==> config.mk <==
export PLATFORM = sky130hd
export DESIGN_NAME = wb_stage_param_flat
export DESIGN_NICKNAME = d
export VERILOG_FILES = /design/src/rtl/cpu_pkg.sv /design/src/rtl/wb_stage_param_if.sv /design/src/rtl/wb_stage_param_load_align.sv /design/src/rtl/wb_stage_param.sv /design/src/flat_wrapper.sv
export SDC_FILE = /design/constraint.sdc
export NUM_CORES = 1
export LEC_CHECK = 0
export CORE_AREA = 2 2 144 146
export CTS_CLUSTER_SIZE = 40
export DETAILED_ROUTE_END_ITERATION = 16
export DIE_AREA = 0 0 146 148
export PLACE_DENSITY = 0.87
export SYNTH_ARGS = -nofsm -noshare
export SYNTH_HDL_FRONTEND = slang
export SYNTH_SLANG_ARGS = --single-unit
==> constraint.sdc <==
create_clock -name clk -period 1.64 [get_ports clk]
set_input_delay 0.328 -clock clk [delete_from_list [all_inputs] [get_ports clk]]
set_output_delay 0.328 -clock clk [all_outputs]
set_load 0.02 [all_outputs]
==> src/rtl/cpu_pkg.sv <==
// Shared CPU pipeline definitions: load-size encoding, default widths and the
// MEM/WB entry record that replaces the old flat pipeline buffer.
package cpu_pkg;

  localparam int DATA_W_DEF = 64;
  localparam int REG_AW_DEF = 5;

  typedef enum logic [1:0] {
    LS_BYTE   = 2'd0,
    LS_HALF   = 2'd1,
    LS_WORD   = 2'd2,
    LS_DOUBLE = 2'd3
  } load_size_e;

  typedef struct packed {
    logic [REG_AW_DEF-1:0] rd;
    logic [DATA_W_DEF-1:0] result;
    logic [DATA_W_DEF-1:0] load_data;
    logic                  mem_to_reg;
    logic                  reg_write;
    load_size_e            load_size;
    logic                  load_unsigned;
    logic [2:0]            byte_off;
  } memwb_entry_t;

  function automatic int unsigned size_bytes(load_size_e s);
    return 32'd1 << s;
  endfunction

endpackage

==> src/rtl/wb_stage_param_if.sv <==
// MEM/WB-to-register-file handshake bundle for the write-back stage.
// The stage itself uses the slave view; the surrounding pipeline uses master.
interface wb_stage_param_if #(
  parameter int DATA_W = 64,
  parameter int REG_AW = 5
);
  localparam int OFF_W = $clog2(DATA_W / 8);

  logic              in_valid;
  logic              in_ready;
  logic [REG_AW-1:0] in_rd;
  logic [DATA_W-1:0] in_result;
  logic [DATA_W-1:0] in_load_data;
  logic              in_mem_to_reg;
  logic              in_reg_write;
  logic [1:0]        in_load_size;
  logic              in_load_unsigned;
  logic [OFF_W-1:0]  in_byte_off;

  logic              wb_valid;
  logic              wb_ready;
  logic              wb_we;
  logic [REG_AW-1:0] wb_rd;
  logic [DATA_W-1:0] wb_data;

  modport slave (
    input  in_valid, in_rd, in_result, in_load_data, in_mem_to_reg,
           in_reg_write, in_load_size, in_load_unsigned, in_byte_off, wb_ready,
    output in_ready, wb_valid, wb_we, wb_rd, wb_data
  );

  modport master (
    output in_valid, in_rd, in_result, in_load_data, in_mem_to_reg,
           in_reg_write, in_load_size, in_load_unsigned, in_byte_off, wb_ready,
    input  in_ready, wb_valid, wb_we, wb_rd, wb_data
  );
endinterface

==> src/rtl/wb_stage_param_load_align.sv <==
// Load formatter: shifts raw read data down by the byte offset, extracts the
// access width, sign/zero-extends it and flags offsets not aligned to the size.
module wb_stage_param_load_align
  import cpu_pkg::*;
#(
  parameter int DATA_W = 64,
  localparam int OFF_W = $clog2(DATA_W / 8)
) (
  input  logic [DATA_W-1:0] load_data,
  input  logic [1:0]        load_size,
  input  logic              load_unsigned,
  input  logic [OFF_W-1:0]  byte_off,
  output logic [DATA_W-1:0] data,
  output logic              misalign
);

  load_size_e        eff_size;
  logic [DATA_W-1:0] shifted;
  logic [DATA_W-1:0] hi_mask;
  logic              msb;

  // NOTE: every signal written here gets a default first, so no path can
  // leave one unassigned and infer a latch.
  always_comb begin
    eff_size = load_size_e'(load_size);
    shifted  = load_data >> {byte_off, 3'b000};
    hi_mask  = '0;
    msb      = 1'b0;

    // A 32-bit datapath has no double access; it degrades to a word.
    if (DATA_W == 32 && eff_size == LS_DOUBLE) eff_size = LS_WORD;

    case (eff_size)
      LS_BYTE: begin
        msb     = shifted[7];
        hi_mask = {DATA_W{1'b1}} << 8;
      end
      LS_HALF: begin
        msb     = shifted[15];
        hi_mask = {DATA_W{1'b1}} << 16;
      end
      LS_WORD: begin
        msb     = shifted[31];
        hi_mask = {DATA_W{1'b1}} << 32;
      end
      default: begin
        msb     = shifted[DATA_W-1];
        hi_mask = '0;
      end
    endcase

    data     = (msb && !load_unsigned) ? (shifted | hi_mask) : (shifted & ~hi_mask);
    misalign = |(byte_off & OFF_W'(size_bytes(eff_size) - 1));
  end

endmodule

==> src/rtl/wb_stage_param.sv <==
// Write-back stage: one-entry valid/ready output register feeding the register
// file, with load formatting, x0 suppression, forwarding tap and retire count.
module wb_stage_param
  import cpu_pkg::*;
#(
  parameter int DATA_W   = DATA_W_DEF,
  parameter int REG_AW   = REG_AW_DEF,
  parameter int ZERO_REG = 1,
  parameter int CNT_W    = 32
) (
  input  logic              clk,
  input  logic              rst_n,
  wb_stage_param_if.slave   bus,
  output logic              misalign_err,
  output logic              fwd_valid,
  output logic [REG_AW-1:0] fwd_rd,
  output logic [DATA_W-1:0] fwd_data,
  output logic [CNT_W-1:0]  retire_cnt
);

  typedef struct packed {
    logic              valid;
    logic              we;
    logic [REG_AW-1:0] rd;
    logic [DATA_W-1:0] data;
  } out_reg_t;

  out_reg_t          out_q;
  logic              mis_q;
  logic [CNT_W-1:0]  cnt_q;

  logic [DATA_W-1:0] load_fmt;
  logic              load_mis;
  logic              accept;
  logic              complete;
  logic              we_next;

  wb_stage_param_load_align #(.DATA_W(DATA_W)) u_align (
    .load_data     (bus.in_load_data),
    .load_size     (bus.in_load_size),
    .load_unsigned (bus.in_load_unsigned),
    .byte_off      (bus.in_byte_off),
    .data          (load_fmt),
    .misalign      (load_mis)
  );

  // Ready is combinational from the output register: no skid buffer, so a
  // completing entry frees the slot in the same cycle.
  assign bus.in_ready = !out_q.valid || bus.wb_ready;
  assign accept       = bus.in_valid && bus.in_ready;
  assign complete     = out_q.valid && bus.wb_ready;
  assign we_next      = bus.in_reg_write && !((ZERO_REG != 0) && (bus.in_rd == '0));

  // NOTE: state registers use non-blocking assignments so every flop samples
  // pre-edge values regardless of statement order.
  always_ff @(posedge clk or negedge rst_n) begin
    if (!rst_n) begin
      out_q <= '0;
      mis_q <= 1'b0;
      cnt_q <= '0;
    end else begin
      if (accept) begin
        out_q.valid <= 1'b1;
        out_q.we    <= we_next;
        out_q.rd    <= bus.in_rd;
        out_q.data  <= bus.in_mem_to_reg ? load_fmt : bus.in_result;
      end else if (complete) begin
        out_q.valid <= 1'b0;
      end
      mis_q <= accept && bus.in_mem_to_reg && load_mis;
      if (complete && out_q.we) cnt_q <= cnt_q + CNT_W'(1);
    end
  end

  assign bus.wb_valid = out_q.valid;
  assign bus.wb_we    = out_q.valid && out_q.we;
  assign bus.wb_rd    = out_q.rd;
  assign bus.wb_data  = out_q.data;

  assign misalign_err = mis_q;
  assign fwd_valid    = out_q.valid && out_q.we;
  assign fwd_rd       = out_q.rd;
  assign fwd_data     = out_q.data;
  assign retire_cnt   = cnt_q;

endmodule

==> src/flat_wrapper.sv <==
// flat-port wrapper written by rule: the top's interface ports become plain ports
module wb_stage_param_flat import cpu_pkg::*;
#(
  parameter int DATA_W   = DATA_W_DEF,
  parameter int REG_AW   = REG_AW_DEF,
  parameter int ZERO_REG = 1,
  parameter int CNT_W    = 32
)
  (clk, rst_n, misalign_err, fwd_valid, fwd_rd, fwd_data, retire_cnt, bus_in_valid, bus_in_rd, bus_in_result, bus_in_load_data, bus_in_mem_to_reg, bus_in_reg_write, bus_in_load_size, bus_in_load_unsigned, bus_in_byte_off, bus_wb_ready, bus_in_ready, bus_wb_valid, bus_wb_we, bus_wb_rd, bus_wb_data);
  wb_stage_param_if #(.DATA_W(DATA_W), .REG_AW(REG_AW)) bus_i ();
  input  logic clk;
  input  logic rst_n;
  output logic misalign_err;
  output logic fwd_valid;
  output logic [REG_AW-1:0] fwd_rd;
  output logic [DATA_W-1:0] fwd_data;
  output logic [CNT_W-1:0] retire_cnt;
  input wire logic [$bits(bus_i.in_valid)-1:0] bus_in_valid;
  input wire logic [$bits(bus_i.in_rd)-1:0] bus_in_rd;
  input wire logic [$bits(bus_i.in_result)-1:0] bus_in_result;
  input wire logic [$bits(bus_i.in_load_data)-1:0] bus_in_load_data;
  input wire logic [$bits(bus_i.in_mem_to_reg)-1:0] bus_in_mem_to_reg;
  input wire logic [$bits(bus_i.in_reg_write)-1:0] bus_in_reg_write;
  input wire logic [$bits(bus_i.in_load_size)-1:0] bus_in_load_size;
  input wire logic [$bits(bus_i.in_load_unsigned)-1:0] bus_in_load_unsigned;
  input wire logic [$bits(bus_i.in_byte_off)-1:0] bus_in_byte_off;
  input wire logic [$bits(bus_i.wb_ready)-1:0] bus_wb_ready;
  output wire logic [$bits(bus_i.in_ready)-1:0] bus_in_ready;
  output wire logic [$bits(bus_i.wb_valid)-1:0] bus_wb_valid;
  output wire logic [$bits(bus_i.wb_we)-1:0] bus_wb_we;
  output wire logic [$bits(bus_i.wb_rd)-1:0] bus_wb_rd;
  output wire logic [$bits(bus_i.wb_data)-1:0] bus_wb_data;
  assign bus_i.in_valid = bus_in_valid;
  assign bus_i.in_rd = bus_in_rd;
  assign bus_i.in_result = bus_in_result;
  assign bus_i.in_load_data = bus_in_load_data;
  assign bus_i.in_mem_to_reg = bus_in_mem_to_reg;
  assign bus_i.in_reg_write = bus_in_reg_write;
  assign bus_i.in_load_size = bus_in_load_size;
  assign bus_i.in_load_unsigned = bus_in_load_unsigned;
  assign bus_i.in_byte_off = bus_in_byte_off;
  assign bus_i.wb_ready = bus_wb_ready;
  assign bus_in_ready = bus_i.in_ready;
  assign bus_wb_valid = bus_i.wb_valid;
  assign bus_wb_we = bus_i.wb_we;
  assign bus_wb_rd = bus_i.wb_rd;
  assign bus_wb_data = bus_i.wb_data;
  wb_stage_param #(.DATA_W(DATA_W), .REG_AW(REG_AW), .ZERO_REG(ZERO_REG), .CNT_W(CNT_W)) u_core (.clk(clk), .rst_n(rst_n), .bus(bus_i), .misalign_err(misalign_err), .fwd_valid(fwd_valid), .fwd_rd(fwd_rd), .fwd_data(fwd_data), .retire_cnt(retire_cnt));
endmodule
==> results by stage, run 1 <==
Timing:
- The final number of max-transition violations is 0.
- The achievable clock frequency is between 600 and 700 MHz.
- The remaining max-slew budget at the tightest pin is around three quarters.
- Setup repair after global routing could not meet its margin everywhere.
- The worst setup slack after layout is -0.0190 ns.
- Clock skew on the completed layout was measured at 0.00878 ns.
- For the finished layout, the period the worst path requires is between 1.5 and 2 ns.
- Setup violations remaining at the end of the flow were counted as 15.
- The share of the cycle needed by the critical path after routing is 101%.
- The number of failing hold endpoints at the final stage was 0.
- The transition time of the tightest slew-check pin is 0.388 ns.
- Across all hold checks on the routed design, the worst slack comes to 0.396 ns.

Logic synthesis:
- Synthesis produced a netlist with a net count of around 1000.
- The top flip-flop cell by instance count after synthesis is sky130_fd_sc_hd__dfrtp_1.
- The post-synthesis cell area is 7930 um^2.
- The total of flip-flops plus latches after synthesis is around 100.
- The number of enable-type register cells in the synthesized netlist is 0.
- The number of different library cells used by synthesis comes to 50.
- The average size of a mapped cell is just over 9 um^2.
- Of all flip-flops after synthesis, the portion carrying an async set or reset was 100%.
- The sequential share of the synthesized area is 32.8%.
- The number of instances in the synthesized netlist is 870.
- The number of warnings printed during yosys synthesis is 0.

Setup path:
- STA classifies the critical path startpoint as a primary input.
- The cell count of the worst reg-to-reg path is 5.
- Along the worst path, the maximum fanout reaches 9.
- The critical path is of the primary input to flip-flop type.
- Walking the worst path, the cells encountered are buf_6 -> mux2i_1 -> mux4_2 -> o22ai_4 -> buf_12 -> o31ai_4 -> buf_4 -> buf_4 -> a211oi_2.
- The data arrival time of the critical path is ~1.9 ns.
- The worst endpoint required time is around 1.9 ns.
- The endpoint class of the critical path is a flip-flop.
- On the critical path, the stage with the largest delay is an instance of sky130_fd_sc_hd__mux4_2.
- The cell that appears most often on the critical path is sky130_fd_sc_hd__buf_4.
- The largest single stage delay on the critical path is between 0.5 and 0.6 ns.

Clock tree:
- The number of clock sinks is around 100.
- The total CTS buffers is 9.
- After clock tree synthesis, the clock-pin slew on the worst setup and hold paths is 0.08 ns.
- The later-pin clock latency in the skew report is 0.36 ns.
- The TritonCTS clock tree is done.
- The H-tree level count is 3.
- The number of buffers on the longest clock path is 2.
- The cell chosen for the clock root is sky130_fd_sc_hd__clkbuf_16.

GRT:
- Entering global routing, the biggest net connects 43 pins.
- The number of global-route vias before repair is slightly above 8000.
- The global-route wire length before repair is around 48000 um.
- The initial antenna violation count was 2.
- The overflow left after global routing is 0.
- Global routing used between 20 and 30% of the available tracks across all layers.

Final layout:
- The share of final-layout standard cells stronger than drive strength 1 is between 20% and 30%.
- The area added between synthesis and finish is 55.3%.
- The library cell used most frequently in the layout, excluding fill and tap cells, is sky130_fd_sc_hd__dlygate4sd2_1.
- In the final design database the tool counted approximately 1300 nets.
- The final cell area excluding filler cells is around 12000 um^2.
- In the layout the commonest cells are sky130_fd_sc_hd__dlygate4sd2_1 (174), sky130_fd_sc_hd__buf_4 (133), sky130_fd_sc_hd__clkdlybuf4s50_1 (119).
- The core occupancy in the finished layout is slightly above 60%.
- For this run, the number of standard cells in the final layout without fillers is between 1000 and 1500.
- 0 antenna diodes ended up in the layout.

Pwr:
- The design draws 9.74 mW.
- For this design the static power due to leakage is 5.47 nW.
- VDD sags by at most between 0.5 and 0.6 mV.
- The power per cell area is 791 nW/um^2.

Routing:
- Dividing the detail-routed via count by the number of cells gives about 5.7.
- After detailed routing, the average wire length per cell comes to 21.7 um.
- The detailed router placed 8130 vias in this run.
- The detailed-routing iteration count for the pre-antenna-repair pass is 5.
- For this block, the initial DRC count from the detailed router was around 540.
- For this block, the routed nets add up to approximately 31000 um of wire.
- The number of remaining DRC errors is 0.
- The remaining antenna violation count is 0.

Job:
- Max-cap violations in this run came to 0.

Hold path:
- The class of the most critical hold timing path is primary input to async pin.

Floorplan:
- The area of the die is roughly 22000 um^2.
- The I/O pin total is 320.
- The floorplan has between 50 and 60 rows.
- The horizontal extent of the die is 146 um.
- Once the floorplan was initialized, standard cells occupied between 30% and 40% of the core.
- The die is 148 um tall.
- In this run the standard cell core region covers 20000 um^2.

Outcome:
- The final reports fail on negative setup slack.
- The run finished, with violations left.

Placement:
- The final weighted congestion of routability-driven global placement is around 0.93.
- The total placed cells including tap cells is about 1400.
- The HPWL after detailed placement is approximately 24000 um.
- Input and output buffers added on the ports amount to ~320.
- The placed instances occupy a cell area of 11500 um^2.
[repair_timing]
item                                    in CTS  in global routing
resized for setup                          301                 53
hold buffers                                 1                  0
pin swaps                                   21                 12
hold endpoints to repair                    17                  0
setup buffers                               10                  0
cloned                                       4                  0
endpoints found under the setup margin     242                 74
[worst max-delay path, delay by kind of cell]
| kind | cells | cell delay, ns |
|---|---|---|
| muxes | 2 | 0.67 |
| buffers and inverters | 4 | 0.52 |
| AOI/OAI and AO/OA | 3 | 0.42 |
[synth_stat cells (21+ instances only)]
cell | number | area, um^2
sky130_fd_sc_hd__buf_4 | 143 | 1070
sky130_fd_sc_hd__dfrtp_1 | 104 | 2600
sky130_fd_sc_hd__nand2_1 | 72 | 270
sky130_fd_sc_hd__nor2_1 | 70 | 263
sky130_fd_sc_hd__o21ai_0 | 48 | 240
sky130_fd_sc_hd__or3_1 | 46 | 288
sky130_fd_sc_hd__clkbuf_1 | 39 | 146
sky130_fd_sc_hd__mux4_2 | 29 | 653
sky130_fd_sc_hd__nor4_1 | 25 | 156
sky130_fd_sc_hd__o221ai_1 | 24 | 210
sky130_fd_sc_hd__xnor2_1 | 23 | 201
sky130_fd_sc_hd__mux2_2 | 21 | 236
[where the power goes]
group / switching (mW) / leakage, nW / internal [mW]
sequential: 0.370 / 1.28 / 2.93
combinational: 2.28 / 4.03 / 1.88
clock: 1.17 / 0.155 / 1.12
[through the flow]
step,setup WS [ns],setup TNS (ns)
floorplan,-0.193,-6.69
global placement,-0.776,-49.82
detailed placement,-0.851,-55.82
CTS,-0.0628,-0.0628
global route,-0.0725,-1.28
finish,-0.0190,-0.0943
[sequential cells by signal (all words and copies together), names as in the netlist]
signal,cells
u_core.bus.wb_rd,5
u_core.out_q,1
u_core.retire_cnt,32
u_core.bus.wb_data,64
u_core.bus.wb_valid,1
u_core.misalign_err,1
[metal layers]
layer / vias up / share of wire, % / global-route usage, %
met2: 463 / 51 / 50.1
met4: 0 / 3.0 / 9.22
met1: 3979 / 38 / 35.1
li1: 3618 / - / -
met5: - / 0 / 0
met3: 70 / 7.9 / 5.15
[cell type report]
cell class / instances / area (um^2)
well taps: 270 / 338
clock inverters: 7 / 91.3
inverters: 7 / 26.3
multi-input cells: 558 / 4560
flip-flops and latches: 104 / 2600
clock buffers: 9 / 225
repair buffers: 480 / 4470
fillers: 1672 / 7720
[cell families after synthesis]
family / Yosys count / synth area share, %
xor+xnor: 31 / 3.42
simple gates: 301 / 19.2
flops: 104 / 32.8
mux: 70 / 13.7
buf+inv: 208 / 16.9
fa+ha+maj: 2 / 0.316
compound gates: 154 / 13.6
[path summary, 6_finish.rpt]
| check | from | to | slack (ns) |
|---|---|---|---|
| setup / recovery | bus_in_byte_off[2] | u_core.bus.wb_data[18] | -0.02 |
| hold / removal | rst_n | u_core.bus.wb_data[1] | 0.40 |
| setup reg to reg | u_core.retire_cnt[8] | u_core.retire_cnt[20] | 0 |
| hold reg to reg | u_core.retire_cnt[31] | u_core.retire_cnt[31] | 0.47 |
| max in group asynchronous | rst_n | u_core.bus.wb_data[17] | 0.70 |
| min in group clk | u_core.retire_cnt[31] | u_core.retire_cnt[31] | 0.47 |
Note: power is estimated with default switching activity, not from simulation.
==> run 2, diff against run 1 <==
--- a/config.mk
+++ b/config.mk
@@ -9,7 +9,7 @@
 export CTS_CLUSTER_SIZE = 40
 export DETAILED_ROUTE_END_ITERATION = 16
 export DIE_AREA = 0 0 146 148
-export PLACE_DENSITY = 0.87
+export PLACE_DENSITY = 0.77
 export SYNTH_ARGS = -nofsm -noshare
 export SYNTH_HDL_FRONTEND = slang
 export SYNTH_SLANG_ARGS = --single-unit
==> run 2 against run 1 <==
Against the previous run:
- the run still ends with negative setup slack left
- critical path depth fell by 2
- clock-buffer cell count did not move
- non-clock buffer count fell by 9
- design area fell by 0.82%
- global-route usage fell by 1.3 points
- flip-flop and latch count did not move
- cell count fell by 0.63%
- highest routed layer unchanged
==> results by stage, run 2 (same netlist as run 1, synthesis figures left out) <==
Timing:
- Across all setup checks in the final design, the least slack found is -0.0878 ns.
- The achievable clock frequency is 579 MHz.
- The worst pin sits at a relative slew slack of 61.8%.
- The final number of max-transition violations is 0.
- The share of the cycle needed by the critical path after routing is 105%.
- Setup repair after global routing could not meet its margin everywhere.
- The transition time of the tightest slew-check pin is 0.572 ns.
- The number of failing hold endpoints at the final stage came to 0.
- The final setup violation count is 43.
- The setup skew after layout is between 0.015 and 0.02 ns.
- The final critical delay including setup and external delays is roughly 1.7 ns.

Setup path:
- On the worst path, the slowest cell contributes a delay of 0.53 ns.
- The worst setup path is captured at a flip-flop.
- Along the worst path, the maximum fanout reaches 8.
- Data on the critical path is required at its endpoint by ~1.9 ns.
- The start-to-end type of the worst setup path is primary input to flip-flop.
- STA classifies the critical path startpoint as a primary input.
- STA puts the critical path data arrival time at approximately 2.0 ns.
- The signal on the critical path passes through clkdlybuf4s15_2 -> mux2i_1 -> mux4_2 -> buf_6 -> o211ai_1 -> nand2_2 -> o21ai_1.
- The standard cell with the maximum stage delay on the critical path is sky130_fd_sc_hd__mux4_2.

Outcome:
- The run finished, with violations left.
- The final reports fail on negative setup slack.

GRT:
- The overflow left after global routing is 0.
- The initial antenna violation count is 0.
- The global-route wire length before repair is 45300 um.
- The number of global-route vias before repair is approximately 7800.
- The total routing usage reported by global routing is about 27%.
- Entering global routing, the biggest net connects between 60 and 70 pins.

Final layout:
- Leaving out fill and tap cells, the most frequent cell in the layout is sky130_fd_sc_hd__dlygate4sd2_1.
- The top cell types in the final layout, fill and taps aside, are sky130_fd_sc_hd__dlygate4sd2_1 (179), sky130_fd_sc_hd__buf_4 (121), sky130_fd_sc_hd__clkdlybuf4s50_1 (116).
- The share of final-layout standard cells stronger than drive strength 1 is between 20% and 30%.
- The antenna diode count is 0.
- The register with the most flip-flops in the layout has between 60 and 70 of them.
- The total area of multi-input combinational cells is about 4500 um^2.
- At the end of the flow, the number of nets in the layout was approximately 1300.
- Once layout is complete, the cells apart from fillers number approximately 1400.
- The final-layout fill cell count is approximately 1800.
- Compared with the post-synthesis result, the final layout area differs by 54.1%.
- The sequential standard cell area is approximately 2600 um^2.

Pwr:
- The analysis attributes to cell leakage a power of 5.43 nW.
- Power spread over the standard cell area amounts to about 790 nW/um^2.
- The largest voltage drop on the vdd net is 0.492 mV.
- Net switching is 38.7% of the power.
- Combinational logic is responsible for a little over two fifths of the overall power.
- The clock network is responsible for a little under a quarter of the overall power.
- The internal portion of total power is about 6 mW.
- In this run, flip-flops and latches consume 34.0% of the power.
- For this design the total switching power over the nets is ~3.7 mW.

Routing:
- After detailed routing, the average wire length per cell comes to around 21 um.
- The detailed router finished its first iteration with about 530 violations.
- For this run, design rule violations remaining after detail routing come to 0.
- The remaining antenna violation count is 0.
- For this block, the via count after detailed routing is roughly 8000.
- The sum of routed wire length over all layers is 30000 um.
- After detailed routing, the number of vias per cell comes to 5.65.
- The pre-antenna-repair detailed-routing pass consisted of 5 iterations.

Placement:
- The post-placement setup slack is -0.902 ns.
- The port buffer count is 319.
- The estimated wirelength of the detail-placed design is roughly 23000 um.
- The congestion estimate from routability-driven global placement came to ~0.95.
- The total placed cells including tap cells is 1389.

Clock tree:
- CTS built an H-tree with a depth of 3.
- No sink is reached through more buffers than the 2 on the longest clock path.
- The total CTS buffers is 9.
- The number of clock sinks is between 100 and 150.
- The clock slew at the register clock pins of the worst setup and hold paths is approximately 0.070 ns.
- TritonCTS built the clock tree.
- The root buffer cell chosen for the clock tree is sky130_fd_sc_hd__clkbuf_16.
- The later-pin clock latency in the skew report is between 0.3 and 0.4 ns.

Floorplan:
- The area of the die is 21600 um^2.
- The area of the core is 20000 um^2.
- After floorplanning, the core was divided into 52 placement rows.
- The vertical die dimension is around 150 um.
- The horizontal extent of the die is between 100 and 150 um.
- The effective utilization at floorplan is 39.6%.
- between 300 and 400 I/O pins were placed.

Job:
- The count of maximum capacitance violations is 0.

Hold path:
- The tightest min-delay check is of the primary input to async pin type.
## run 2: worst max-delay path, delay by kind of cell
kind,cells,cell delay (ns)
mux,2,0.64
compound gates,2,0.43
simple gates,1,0.21
buf+inv,2,0.39
## run 2: final timing paths
| check | from | end | slack [ns] | depth (start not counted) |
|---|---|---|---|---|
| worst max-delay path | bus_in_load_data[55] | u_core.bus.wb_data[8] | -0.09 | 7 |
| worst min-delay path | rst_n | u_core.bus.wb_data[0] | 0.31 | 2 |
| worst max register to register | u_core.bus.wb_valid | u_core.bus.wb_data[16] | 0.05 | 6 |
| worst min register to register | u_core.retire_cnt[31] | u_core.retire_cnt[31] | 0.49 | 1 |
| max in group asynchronous | rst_n | u_core.bus.wb_data[31] | 0.59 | 3 |
| min in group clk | bus_in_load_size[1] | u_core.misalign_err | 0.45 | 5 |
## run 2: what timing repair did
action	in CTS	in global routing
pin swaps	17	26
hold endpoints to repair	2	0
setup endpoints to repair	246	80
setup buffers	4	16
hold buffers	1	0
gates cloned	2	0
gates resized for setup	269	58
## run 2: layout make-up
type	count	share of cell area (%)
well taps	270	2.77
clock inverters	7	0.666
multi-input cells	558	36.9
repair buffers	471	36.3
inverters	7	0.215
clock buffers	9	1.84
flip-flops and latches	104	21.3
## run 2: routing by layer
metal | part of all wire [%] | up-vias | track usage, %
li1 | - | 3616 | -
met1 | 39 | 3941 | 34.1
met2 | 50 | 427 | 47.4
met3 | 7.7 | 69 | 4.72
met4 | 3.2 | 0 | 8.40
met5 | 0 | - | 0
## run 2: power by group through the flow
stage	Clock (mW)	Combinational (mW)	Sequential [mW]
5_1_grt	2.37	4.37	3.35
6_report	2.23	4.14	3.28
4_1_cts	2.27	3.96	3.28
2_1_floorplan	0	2.79	3.28
3_5_place_dp	0	4.32	3.36
3_3_place_gp	0	4.25	3.35
## run 2: through the flow
step                hold slack [ns]  utilization, %  TNS [ns]  area (um^2)  power, mW
floorplan                    0.0324               -     -6.69         8110       6.07
global placement              0.135            57.0    -52.51        11400       7.60
detailed placement            0.135            57.0    -57.15        11400       7.67
CTS                           0.302            59.3    -0.552        11900       9.52
global route                  0.320            60.9     -5.01        12200       10.1
finish                        0.309            60.9     -1.93        12200       9.64
